### src/rtl/ks_data_path_param.sv
// K&S data path: PC, IR, decoder, register file, 8-op ALU, flags and a
// return-address stack for CALL/RET. The control unit drives every enable and select.
package ks_pkg;
  typedef enum logic [4:0] {
    I_NOP, I_LOAD, I_STORE, I_MOVE, I_ADD, I_SUB, I_AND, I_OR,
    I_BRANCH, I_BZERO, I_BNEG, I_BOV, I_BNOV, I_BNNEG, I_BNZERO, I_HALT,
    I_XOR, I_SHL, I_SHR, I_CALL, I_RET
  } decoded_instruction_type;
endpackage

module ks_data_path_param
  import ks_pkg::*;
#(
  parameter int DATA_W      = 16,
  parameter int NUM_REGS    = 4,
  parameter int ADDR_W      = 5,
  parameter int STACK_DEPTH = 4
) (
  input  logic                    clk,
  input  logic                    rst_n,
  input  logic                    branch,
  input  logic                    pc_enable,
  input  logic                    ir_enable,
  input  logic                    addr_sel,
  input  logic                    c_sel,
  input  logic [2:0]              operation,
  input  logic                    write_reg_enable,
  input  logic                    flags_reg_enable,
  input  logic                    stack_push,
  input  logic                    stack_pop,
  output decoded_instruction_type decoded_instruction,
  output logic                    zero_op,
  output logic                    neg_op,
  output logic                    unsigned_overflow,
  output logic                    signed_overflow,
  output logic                    stack_empty,
  output logic                    stack_full,
  output logic                    stack_err,
  output logic [ADDR_W-1:0]       ram_addr,
  output logic [DATA_W-1:0]       data_out,
  input  logic [DATA_W-1:0]       data_in
);
  localparam int RW = $clog2(NUM_REGS);
  localparam int CW = $clog2(STACK_DEPTH + 1);
  localparam int IW = (STACK_DEPTH > 1) ? $clog2(STACK_DEPTH) : 1;
  localparam int M  = DATA_W - 1;

  logic [ADDR_W-1:0] pc_q, pc_d, pc_inc, mem_addr;
  logic [DATA_W-1:0] ir_q;
  logic [DATA_W-1:0] regs_q [NUM_REGS];
  logic [RW-1:0]     a_addr, b_addr, c_addr;
  logic [DATA_W-1:0] bus_a, bus_b, bus_c, alu_r;
  logic [DATA_W:0]   sum;
  logic              alu_uovf, alu_sovf;
  logic [7:0]        opcode;

  logic [ADDR_W-1:0] stk_q [STACK_DEPTH];
  logic [CW-1:0]     cnt_q, cnt_d;
  logic [IW-1:0]     push_idx, top_idx;
  logic              err_q, err_d, push_we;

  // Decoder
  always_comb begin
    opcode = ir_q[DATA_W-1 -: 8];
    decoded_instruction = I_NOP;
    a_addr = '0;
    b_addr = '0;
    c_addr = '0;
    mem_addr = '0;
    case (opcode)
      8'h81: begin
        decoded_instruction = I_LOAD;
        c_addr = ir_q[ADDR_W+RW-1:ADDR_W];
        mem_addr = ir_q[ADDR_W-1:0];
      end
      8'h82: begin
        decoded_instruction = I_STORE;
        a_addr = ir_q[ADDR_W+RW-1:ADDR_W];
        mem_addr = ir_q[ADDR_W-1:0];
      end
      8'h91: begin
        decoded_instruction = I_MOVE;
        c_addr = ir_q[2*RW-1:RW];
        a_addr = ir_q[RW-1:0];
        b_addr = ir_q[RW-1:0];
      end
      8'hA1, 8'hA2, 8'hA3, 8'hA4, 8'hA5, 8'hA6, 8'hA7: begin
        a_addr = ir_q[RW-1:0];
        b_addr = ir_q[2*RW-1:RW];
        c_addr = ir_q[3*RW-1:2*RW];
        case (opcode[2:0])
          3'd1:    decoded_instruction = I_ADD;
          3'd2:    decoded_instruction = I_SUB;
          3'd3:    decoded_instruction = I_AND;
          3'd4:    decoded_instruction = I_OR;
          3'd5:    decoded_instruction = I_XOR;
          3'd6:    decoded_instruction = I_SHL;
          default: decoded_instruction = I_SHR;
        endcase
      end
      8'h01, 8'h02, 8'h03, 8'h05, 8'h06, 8'h0A, 8'h0B, 8'h0C: begin
        mem_addr = ir_q[ADDR_W-1:0];
        case (opcode[3:0])
          4'h1:    decoded_instruction = I_BRANCH;
          4'h2:    decoded_instruction = I_BZERO;
          4'h3:    decoded_instruction = I_BNEG;
          4'h5:    decoded_instruction = I_BOV;
          4'h6:    decoded_instruction = I_BNOV;
          4'hA:    decoded_instruction = I_BNNEG;
          4'hB:    decoded_instruction = I_BNZERO;
          default: decoded_instruction = I_CALL;
        endcase
      end
      8'h0D: decoded_instruction = I_RET;
      8'hFF: decoded_instruction = I_HALT;
      default: ;
    endcase
  end

  assign bus_a    = regs_q[a_addr];
  assign bus_b    = regs_q[b_addr];
  assign bus_c    = c_sel ? alu_r : data_in;
  assign data_out = bus_a;
  assign ram_addr = addr_sel ? pc_q : mem_addr;

  // ALU; SUB is a + ~b + 1 so the sum's top bit is the inverted borrow
  always_comb begin
    alu_r = '0;
    sum = '0;
    alu_uovf = 1'b0;
    alu_sovf = 1'b0;
    case (operation)
      3'b000: alu_r = bus_a | bus_b;
      3'b001: begin
        sum = {1'b0, bus_a} + {1'b0, bus_b};
        alu_r = sum[M:0];
        alu_uovf = sum[DATA_W];
        alu_sovf = (bus_a[M] ^ bus_b[M] ^ alu_r[M]) ^ sum[DATA_W];
      end
      3'b010: begin
        sum = {1'b0, bus_a} + {1'b0, ~bus_b} + {{DATA_W{1'b0}}, 1'b1};
        alu_r = sum[M:0];
        alu_uovf = bus_a < bus_b;
        alu_sovf = (bus_a[M] != bus_b[M]) && (alu_r[M] != bus_a[M]);
      end
      3'b011: alu_r = bus_a & bus_b;
      3'b100: alu_r = bus_a ^ bus_b;
      3'b101: begin
        alu_r = {bus_a[M-1:0], 1'b0};
        alu_uovf = bus_a[M];
      end
      3'b110: alu_r = {1'b0, bus_a[M:1]};
      default: alu_r = bus_a;
    endcase
  end

  assign stack_empty = (cnt_q == '0);
  assign stack_full  = (cnt_q == CW'(STACK_DEPTH));
  assign stack_err   = err_q;
  assign push_idx    = cnt_q[IW-1:0];
  assign top_idx     = push_idx - IW'(1);
  assign pc_inc      = pc_q + ADDR_W'(1);

  // PC / stack next state, priority: push+pop, pop, push, branch, increment
  always_comb begin
    pc_d = pc_q;
    cnt_d = cnt_q;
    err_d = err_q;
    push_we = 1'b0;
    if (pc_enable) begin
      if (stack_push && stack_pop) begin
        pc_d = pc_inc;
        err_d = 1'b1;
      end else if (stack_pop) begin
        if (!stack_empty) begin
          pc_d = stk_q[top_idx];
          cnt_d = cnt_q - CW'(1);
        end else begin
          pc_d = pc_inc;
          err_d = 1'b1;
        end
      end else begin
        if (stack_push) begin
          if (!stack_full) begin
            push_we = 1'b1;
            cnt_d = cnt_q + CW'(1);
          end else begin
            err_d = 1'b1;
          end
        end
        pc_d = branch ? mem_addr : pc_inc;
      end
    end
  end

  always_ff @(posedge clk or negedge rst_n) begin
    if (!rst_n) begin
      pc_q <= '0;
      ir_q <= '0;
      cnt_q <= '0;
      err_q <= 1'b0;
      zero_op <= 1'b0;
      neg_op <= 1'b0;
      unsigned_overflow <= 1'b0;
      signed_overflow <= 1'b0;
      for (int i = 0; i < NUM_REGS; i++) regs_q[i] <= '0;
      for (int i = 0; i < STACK_DEPTH; i++) stk_q[i] <= '0;
    end else begin
      pc_q <= pc_d;
      cnt_q <= cnt_d;
      err_q <= err_d;
      if (ir_enable) ir_q <= data_in;
      if (write_reg_enable) regs_q[c_addr] <= bus_c;
      if (push_we) stk_q[push_idx] <= pc_inc;
      if (flags_reg_enable) begin
        zero_op <= (alu_r == '0);
        neg_op <= alu_r[M];
        unsigned_overflow <= alu_uovf;
        signed_overflow <= alu_sovf;
      end
    end
  end
endmodule
### config.mk
export PLATFORM = sky130hd
export DESIGN_NAME = ks_data_path_param
export DESIGN_NICKNAME = d
export VERILOG_FILES = /design/src/rtl/ks_data_path_param.sv
export SDC_FILE = /design/constraint.sdc
export NUM_CORES = 1
export LEC_CHECK = 0
export BUFFER_PORTS_ARGS = -buffer_cell sky130_fd_sc_hd__buf_2
export CAP_MARGIN = 20
export CORE_UTILIZATION = 40
export DETAILED_ROUTE_END_ITERATION = 12
export GPL_TIMING_DRIVEN = 0
export PLACE_DENSITY = 0.59
export SLEW_MARGIN = 10
export SYNTH_ARGS = -nofsm -noshare
export SYNTH_HDL_FRONTEND = slang
export SYNTH_SLANG_ARGS = --single-unit
### constraint.sdc
create_clock -name clk -period 18 [get_ports clk]
set_clock_uncertainty 0.1 [all_clocks]
set_input_delay 3.6 -clock clk [delete_from_list [all_inputs] [get_ports clk]]
set_output_delay 3.6 -clock clk [all_outputs]
set_load 0.005 [all_outputs]
Word level (Yosys, flattened, before mapping)
Cells that the tools add are included.
{"block": "word_totals", "ff_bits": 113, "output_inout_bits": 33, "wordCells": 150, "in_bits": 30, "n_memories": 0, "ramBits": 0, "latchBits": 0, "rom_bits": 0}
{"block": "classes", "n_bitwise": 13, "addsub": 7, "shift": 0, "n_eq_ne": 45, "n_reduce_logical": 16, "magnitude_cmp": 8, "n_mul": 0, "muxes": 45, "div_mod_pow": 0}
{"operator": "$pmux W16 S7", "count": 1}
{"operator": "$mux W16", "count": 6}
{"operator": "$eq A8 B8 Y1 const B", "count": 11}
{"operator": "$pmux W5 S7", "count": 2}
{"operator": "$bmux W16 S2", "count": 2}
{"operator": "$bwmux W64", "count": 1}
{"operator": "$mux W5", "count": 9}
{"operator": "$demux W16 S2", "count": 1}
{"operator": "$eq A8 B4 Y1 const B", "count": 4}
{"operator": "$pmux W5 S6", "count": 1}
{"operator": "$eq A3 B3 Y1 const B", "count": 7}
{"operator": "$bwmux W20", "count": 1}
{"operator": "$add A16 B16 Y17", "count": 1}
{"operator": "$add A16 B1 Y16 const B", "count": 1}
{"operator": "$add A16 B16 Y16", "count": 1}
{"operator": "$and A16 B16 Y16", "count": 1}
{"operator": "$eq A8 B2 Y1 const B", "count": 2}
{"operator": "$eq A8 B3 Y1 const B", "count": 2}
{"operator": "$logic_not A16 Y1", "count": 1}
{"operator": "$lt A16 B16 Y1", "count": 1}
{"operator": "$not A16 Y16", "count": 1}
{"operator": "$or A16 B16 Y16", "count": 1}
{"operator": "$reduce_or A8 Y1", "count": 2}
{"operator": "$xor A16 B16 Y16", "count": 1}
{"operator": "other kinds (35)", "count": 73}

Depth between registers and ports, before layout
Gate-level depths: netlist of the first run.
{"block": "logic_depth", "depth_word": 13, "mapped_depth": 23, "mapped_depth_nobuf": 19}

Worst setup path before layout of the first run
OpenSTA, ideal clock, no wires.
{"block": "synth_timing", "path_type": "input-to-output", "start": "in addr_sel", "end": "out ram_addr[0]", "required_ns": 14.300, "cell_stages": 3, "path_buffers": 1, "slack_ns": 10.320, "arrival_time_ns": 3.980, "cell_sequence": "buf_1 nand2_1 o21ai_0"}
{"block": "synth_between", "elab_chain_len": 1}
{"element": "from (decl)", "line": "24", "rtl": "input logic addr_sel,"}
{"element": "$mux W5", "line": "124", "rtl": "assign ram_addr = addr_sel ? pc_q : mem_addr;"}
{"element": "to (decl)", "line": "39", "rtl": "output logic [ADDR_W-1:0] ram_addr,"}
No other way between the ends.

Worst setup path after layout of the first run
{"block": "layout_timing", "start": "reg ir_q[11]", "end": "reg zero_op"}
{"block": "layout_between", "elab_chain_len": 12, "elab_cells_between_ends": 30, "cone_classes": "add/sub: 3; eq/ne: 9; mux: 9; bitwise: 6; reduce/logical: 3"}
{"element": "from (decl)", "line": "49", "rtl": "logic [DATA_W-1:0] ir_q;"}
{"element": "from (signal assigned)", "line": "212", "rtl": "if (ir_enable) ir_q <= data_in;"}
{"element": "$eq A8 B8 Y1", "line": "70", "rtl": "case (opcode)"}
{"element": "$reduce_or A7 Y1", "line": "70"}
{"element": "$pmux W2 S2", "line": "70"}
{"element": "$not A2 Y3 (not written as such)", "line": "121", "rtl": "assign bus_b = regs_q[b_addr];"}
{"element": "$bmux W16 S2", "line": "121"}
{"element": "$mux W16 (not written as such) (2 in a row)", "line": "121"}
{"element": "$not A16 Y16", "line": "141", "rtl": "sum = {1'b0, bus_a} + {1'b0, ~bus_b} + {{DATA_W{1'b0}}, 1'b1};"}
{"element": "$add A16 B16 Y16", "line": "141"}
{"element": "$add A16 B1 Y16", "line": "141"}
{"element": "$pmux W16 S7 *", "line": "132", "rtl": "case (operation)"}
{"element": "$logic_not A16 Y1 *", "line": "216", "rtl": "zero_op <= (alu_r == '0);"}
{"element": "to (signal assigned)", "line": "216"}
{"element": "to (decl)", "line": "32", "rtl": "output logic zero_op,"}
Mark *: on every way between the ends. The rest lies on a longest branch, timed or not. The select of a mux whose other input is x is not followed.
A chain may end at the register's enable or synchronous reset.

==> impl_metrics.py, run 1 <==
metrics = {
    "run_status": {
        "outcome": "complete, no violations",
    },
    "finish": {
        "fillers": 2255,
        "seqCellArea_um2": 2800,
        "nNetsFinal": 1220,
        "multi_input_area_um2": 5970,
        "drive_gt1_share_pct": 15.8,
        "area_growth_pct": 10.5,
    },
    "power": {
        "leakage_nw": 4.45,
        "power_w": 0.00156,
        "p_per_area_nw_per_um2": 153,
        "ir_worst_vdd_mv": 0.0548,
    },
    "logic_synthesis": {
        "syn_nets": 1151,
        "synth_cells": 1061,
        "synth_top_flop_cell": "dfrtp_1",
        "async_flop_share_pct": 100,
        "synth_edf_count": 0,
        "synth-seq-area-share_pct": 30.2,
        "syn_area_um2": 9270,
        "synth_warnings": 0,
        "ys_seq_elements": 112,
        "synth_cell_types": 73,
        "syn_area_per_cell_um2": 8.74,
    },
    "route": {
        "dr.first_iter.drc_count": 618,
        "dr_total_vias": 8528,
        "firstDrtPassIters": 7,
        "wl_per_cell_um": 21.0,
        "viasPerCell": 6.00,
        "antenna_left": 0,
        "drc": 0,
        "totalWireLength_um": 29800,
    },
    "cts": {
        "clockBufferDepth": 2,
        "cts_sinks": 112,
        "post-cts-setup-buffers": 0,
        "cts_resized": 0,
        "postCtsHoldBufs": 0,
        "path_clk_slew_ns": 0.09,
        "clockRootBuffer": "clkbuf_16",
        "htreeDepth": 3,
        "cts-buffers-inserted": 9,
        "clkLatencyLatePin_ns": 0.37,
        "cts_tree": "done",
    },
    "critical_path": {
        "r2r_setup_slack_ns": 10.10,
        "crit_path_start_kind": "register",
        "crit_type": "register to register",
        "cp.arrival_ns": 8.07,
        "endpoint_kind": "register",
        "worstPathRequired_ns": 18.17,
        "path_max_fanout": 10,
    },
    "flow_run": {
        "max-cap-violations": 0,
    },
    "grt": {
        "antenna_found_initial": 1,
        "first_global_vias": 7963,
        "grt_overflow": 0,
        "grt_use_total_pct": 25.1,
        "grt_pass1_wl_um": 46100,
        "grt_max_degree": 75,
    },
    "timing": {
        "tns_ns": 0,
        "finalHoldViolCount": 0,
        "max_freq_ghz": 0.127,
        "fin_crit_ns": 7.90,
        "rsz0062_at_grt": "no",
        "setup_viol_count_final": 0,
        "fin_crit_sh_pct": 43.9,
        "tightestPinTransition_ns": 1.06,
        "slew_headroom_pct": 27.4,
        "drv_slew": 0,
    },
    "floorplan": {
        "die_area_um2": 23800,
        "chipWidth_um": 154,
        "rows": 55,
        "die_h_um": 154,
        "initial_core_util_pct": 40.8,
        "num_io_pins": 63,
        "core-area_um2": 22700,
    },
    "worst_hold_path": {
        "hp-class": "register to register",
    },
    "placement": {
        "dp_hpwl_um": 22700,
        "gp_congestion": 0.942,
        "port_buffers": 57,
    },
}
routing by layer:
| metal | vias up | track usage, % | wire length (µm) |
|---|---|---|---|
| met5 | - | 0 | 0 |
| met1 | 4169 | 34.8 | 13400 |
| met4 | 0 | 11.1 | 1060 |
| met2 | 303 | 39.3 | 13600 |
| met3 | 49 | 3.03 | 1750 |
| li1 | 4007 | - | - |
cell families after synthesis:
logic type	count (synthesis)	synth area share [%]
AO/OA/AOI/OAI	305	22.0
buffers and inverters	131	5.47
flip-flops	112	30.2
XOR/XNOR	13	1.23
adder cells (fa/ha/maj)	60	8.34
multiplexers	149	17.7
AND/OR/NAND/NOR	291	15.0
critical path: stages (launching register included):
cell and delay (ns):
dfrtp_1 0.39, buf_6 0.15, nor4b_4 0.41, and3_1 0.22
clkbuf_1 0.22, nand2_1 0.08, nand2_1 0.47, clkbuf_1 0.66
a21oi_1 0.15, mux2i_1 0.41, inv_1 0.12, ha_1 0.32
clkbuf_1 0.37, nor2_1 0.19, a2111oi_0 0.94, o311ai_0 0.47
a221o_1 0.45, o21ai_0 0.15, o2111ai_1 0.24, a2111o_1 0.44
or4_1 0.57, o31ai_2 0.24
stage by stage:
step                      setup slack (ns)  util [%]  hold slack [ns]  instances  area (µm²)
final                                10.10      45.1            0.358       1421       10200
after global placement               10.12      43.6            0.335       1403        9910
after global routing                  9.89      45.1            0.389       1420       10200
after floorplan                      10.32         -            0.345       1061        9270
after CTS                            10.11      45.1            0.360       1420       10200
after detailed placement             10.12      43.8            0.342       1404        9950
final timing paths:
check	to	cells after the start	startpoint
worst min-delay path	stack_err$_DFFE_PN0P_	1	stack_err$_DFFE_PN0P_
worst max register to register	zero_op$_DFFE_PN0P_	21	ir_q[11]$_DFFE_PN0P_
max in group asynchronous	regs_q[46]$_DFFE_PN0P_	2	rst_n
min in group asynchronous	ir_q[11]$_DFFE_PN0P_	1	rst_n
worst max-delay path	zero_op$_DFFE_PN0P_	21	ir_q[11]$_DFFE_PN0P_
worst min register to register	stack_err$_DFFE_PN0P_	1	stack_err$_DFFE_PN0P_
flip-flops by register name (all words and copies together), names as in the netlist:
register           cells
cnt_q                  3
pc_q                   5
signed_overflow        1
regs_q                64
unsigned_overflow      1
neg_op                 1
ir_q                  15
stack_err              1
zero_op                1
stk_q                 20
synth_stat cells, types with 4 or more instances:
cell	count	area, µm²
nor2_1	65	244
buf_2	6	30.0
o32a_1	4	40.0
ha_1	57	713
o21ai_0	57	285
a211oi_1	12	90.1
nor2b_1	13	81.3
a21oi_1	86	430
a31oi_1	14	87.6
o21a_1	5	37.5
or3_1	4	25.0
clkbuf_1	56	210
and2_1	5	31.3
nand2_1	130	488
a32oi_1	6	52.6
a21o_1	12	90.1
dfrtp_1	112	2800
nor3_1	9	45.0
a22o_1	6	52.6
o21bai_1	7	52.6
mux4_2	5	113
inv_1	64	240
mux2_2	73	822
mux2i_1	71	711
a211o_1	5	43.8
xnor2_1	6	52.6
a22oi_1	7	52.6
o221ai_1	17	149
nand3_1	19	95.1
a221oi_1	7	61.3
o211ai_1	8	60.1
o221a_2	5	56.3
nand4_1	5	31.3
buf_1	4	15.0
o22ai_1	11	68.8
xor2_1	7	61.3
and3_1	9	56.3
nor4_1	4	25.0
nand2b_1	9	56.3
report_power, final:
group	leakage, nW	internal (W)	switching, W
clock	0.136	0.0000979	0.000102
sequential	1.39	0.000331	0.0000599
combinational	2.92	0.000382	0.000590
area by class of cell:
class,instances,share of cell area (%)
clock inverters,6,0.611
plain buffers,67,2.60
repair buffers,58,3.11
flip-flops and latches,112,27.4
well taps,285,3.48
clock buffers,10,2.23
diodes,1,0.0244
multi-input cells,818,58.2
inverters,64,2.34
cell usage in the layout, fill, tap and decap left out, types with 8 or more instances in the layout:
master / instances
o211ai_1: 8
a21o_1: 12
dfrtp_1: 112
nand3_1: 19
ha_1: 57
inv_1: 64
a211oi_1: 12
o22ai_1: 11
a21oi_1: 86
o21ai_0: 57
clkbuf_16: 9
clkbuf_1: 57
a31oi_1: 14
nor2b_1: 13
mux2_2: 73
nor3_1: 9
o221ai_1: 17
nor2_1: 65
buf_2: 62
mux2i_1: 71
nand2_1: 130
and3_1: 9
nand2b_1: 9
No activity file was read; power rests on OpenSTA's default activity.
==> run 2, diff against run 1 <==
Settings changed: ABC_AREA set to 1, PLACE_DENSITY 0.59 to 0.61.
Clock period 18 ns to 6.9 ns, I/O delays scaled along.
==> impl_metrics.py, run 2 <==
metrics = {
    "cts": {
        "cts_sinks": 112,
        "clockBufferDepth": 2,
        "path_clk_slew_ns": 0.08,
        "cts_resized": 0,
        "cts_tree": "done",
        "cts-buffers-inserted": 9,
        "post-cts-setup-buffers": 0,
        "clkLatencyLatePin_ns": 0.37,
        "postCtsHoldBufs": 0,
        "clockRootBuffer": "clkbuf_16",
        "htreeDepth": 3,
    },
    "critical_path": {
        "r2r_start": "ir_q[9]$_DFFE_PN0P_",
        "cp.arrival_ns": 5.71,
        "endpoint_kind": "register",
        "crit_path_start_kind": "register",
        "critPathCapture": "regs_q[47]$_DFFE_PN0P_",
        "worstRegToRegCells": 24,
        "crit_path_start": "ir_q[9]$_DFFE_PN0P_",
        "r2r_setup_slack_ns": 1.31,
        "worstPathRequired_ns": 7.02,
        "path_max_fanout": 10,
        "crit_type": "register to register",
        "r2r-end": "regs_q[47]$_DFFE_PN0P_",
    },
    "route": {
        "totalWireLength_um": 32800,
        "viasPerCell": 5.46,
        "dr.first_iter.drc_count": 893,
        "drc": 0,
        "firstDrtPassIters": 6,
        "antenna_left": 0,
        "dr_total_vias": 10275,
        "wl_per_cell_um": 17.4,
    },
    "finish": {
        "largest-register": "regs_q",
        "seqCellArea_um2": 2800,
        "largestRegisters": "regs_q (64), stk_q (20), ir_q (15)",
        "multi_input_area_um2": 5740,
        "final_common_cell": "nand2_1",
        "drive_gt1_share_pct": 8.38,
        "num_antenna_cells": 0,
        "area_growth_pct": 10.5,
        "fillers": 2504,
        "nNetsFinal": 1648,
        "fin_area_um2": 10600,
        "mostFrequentLayoutCells": "378 x nand2_1, 184 x inv_1, 184 x nand3_1, 148 x nor2_1, 139 x o21ai_0",
        "largest_register_ffs": 64,
    },
    "grt": {
        "first_global_vias": 9489,
        "grt_use_total_pct": 27.5,
        "grt_max_degree": 70,
        "grt_pass1_wl_um": 51500,
        "antenna_found_initial": 0,
        "grt_overflow": 0,
    },
    "power": {
        "p_per_area_nw_per_um2": 277,
        "leakage_nw": 5.47,
        "ir_worst_vdd_mv": 0.124,
    },
    "floorplan": {
        "die_area_um2": 24500,
        "rows": 56,
        "die_h_um": 157,
        "initial_core_util_pct": 40.7,
        "num_io_pins": 63,
        "chipWidth_um": 157,
        "core-area_um2": 23500,
    },
    "flow_run": {
        "max-cap-violations": 0,
    },
    "logic_synthesis": {
        "async_flop_share_pct": 100,
        "ys_seq_elements": 112,
        "synthTopCellsByArea": "dfrtp_1 29%, nand2_1 15%, nand3_1 9.6%",
        "synth_top_flop_cell": "dfrtp_1",
        "synth_warnings": 0,
        "synth-seq-area-share_pct": 29.3,
        "yosys.area.top_type": "dfrtp_1",
        "syn_area_per_cell_um2": 6.43,
        "synth_common_cells": "378 x nand2_1, 184 x inv_1, 184 x nand3_1",
        "yosysMostFrequentCell": "nand2_1",
        "synth_edf_count": 0,
        "synth_cells": 1488,
        "synthDominantCellAreaShare_pct": 29.3,
        "synth_cell_types": 51,
        "syn_area_um2": 9560,
        "syn_nets": 1578,
    },
    "placement": {
        "gp_congestion": 0.981,
        "dp_hpwl_um": 25600,
        "place_area_um2": 10300,
        "port_buffers": 58,
    },
    "worst_hold_path": {
        "hp-class": "register to register",
    },
    "timing": {
        "fin_crit_ns": 5.59,
        "max_freq_ghz": 0.179,
        "fin_crit_sh_pct": 81.1,
        "finalHoldViolCount": 0,
        "rsz0062_at_grt": "no",
        "drv_slew": 0,
        "tns_ns": 0,
        "setup_viol_count_final": 0,
        "slew_headroom_pct": 39.0,
        "tightestPinTransition_ns": 0.908,
    },
    "run_status": {
        "outcome": "complete, no violations",
    },
}
-- run 2: power by group --
part           switching, W  total (W)  leakage (nW)  internal [W]
logic              0.000990    0.00146          3.92      0.000469
clock network      0.000263   0.000531         0.132      0.000268
registers          0.000114   0.000935          1.42      0.000822
total               0.00137    0.00293          5.47       0.00156
-- run 2: critical path, cell delays in order, from the launching register on --
cell,delay (ns)
dfrtp_1,0.46
nor2_2,0.20
nand2_1,0.08
nand3_2,0.15
inv_1,0.09
nand2_1,0.08
nand2_1,0.16
inv_1,0.19
clkbuf_1,0.56
nand2_1,0.12
a32oi_1,0.48
ha_1,0.34
clkbuf_1,0.21
a21oi_1,0.27
inv_1,0.07
nor2_1,0.10
nand2_1,0.14
nand3_1,0.16
nand3_1,0.09
nand3_1,0.11
nand2_1,0.06
inv_1,0.05
nand4_1,0.42
mux2i_1,0.57
o21ai_0,0.17
-- run 2: how the worst min path moves through the flow --
| stage | start | end | cells after the start |
|---|---|---|---|
| 2_1_floorplan | stk_q[10]$_DFFE_PN0P_ | stk_q[10]$_DFFE_PN0P_ | 2 |
| 3_3_place_gp | stack_err$_DFFE_PN0P_ | stack_err$_DFFE_PN0P_ | 1 |
| 3_5_place_dp | stack_err$_DFFE_PN0P_ | stack_err$_DFFE_PN0P_ | 1 |
| 4_1_cts | stack_err$_DFFE_PN0P_ | stack_err$_DFFE_PN0P_ | 1 |
| 5_1_grt | stack_err$_DFFE_PN0P_ | stack_err$_DFFE_PN0P_ | 1 |
| 6_report | stack_err$_DFFE_PN0P_ | stack_err$_DFFE_PN0P_ | 1 |
-- run 2: logic make-up (layout without fill, tap and decap cells) --
kind of cell	Yosys count	after routing	share of synthesized area [%]
compound gates	275	275	16.4
xor+xnor	7	7	0.641
fa+ha+maj	60	60	8.08
buf+inv	259	334	10.7
flops	112	112	29.3
mux	1	1	0.105
simple gates	774	774	34.8
-- run 2: final cells by class --
| class | instances | share of cell area, % |
|---|---|---|
| multi-input combinational | 1117 | 54.3 |
| sequential | 112 | 26.5 |
| inverter | 199 | 7.07 |
| tap | 319 | 3.78 |
| timing repair buffer | 59 | 3.07 |
| buffer | 60 | 2.59 |
| clock buffer | 13 | 2.46 |
| clock inverter | 3 | 0.225 |
-- run 2: metal layers --
layer  track usage, %  up-vias  wire, µm
met5                0        -         0
met4             8.64        0       844
met3             4.54       53      2740
met2             44.2      404     14600
met1             37.7     4818     14600
li1                 -     5000         -
-- run 2: through the flow --
step	std cells	setup slack (ns)	utilization (%)	hold WS, ns	power (W)
2_1_floorplan	1488	3.23	-	0.348	0.00194
5_1_grt	1882	0.979	45.0	0.393	0.00318
3_5_place_dp	1866	1.49	43.8	0.354	0.00238
6_report	1882	1.31	45.0	0.371	0.00293
3_3_place_gp	1865	1.31	43.7	0.344	0.00236
4_1_cts	1882	1.47	45.0	0.373	0.00291
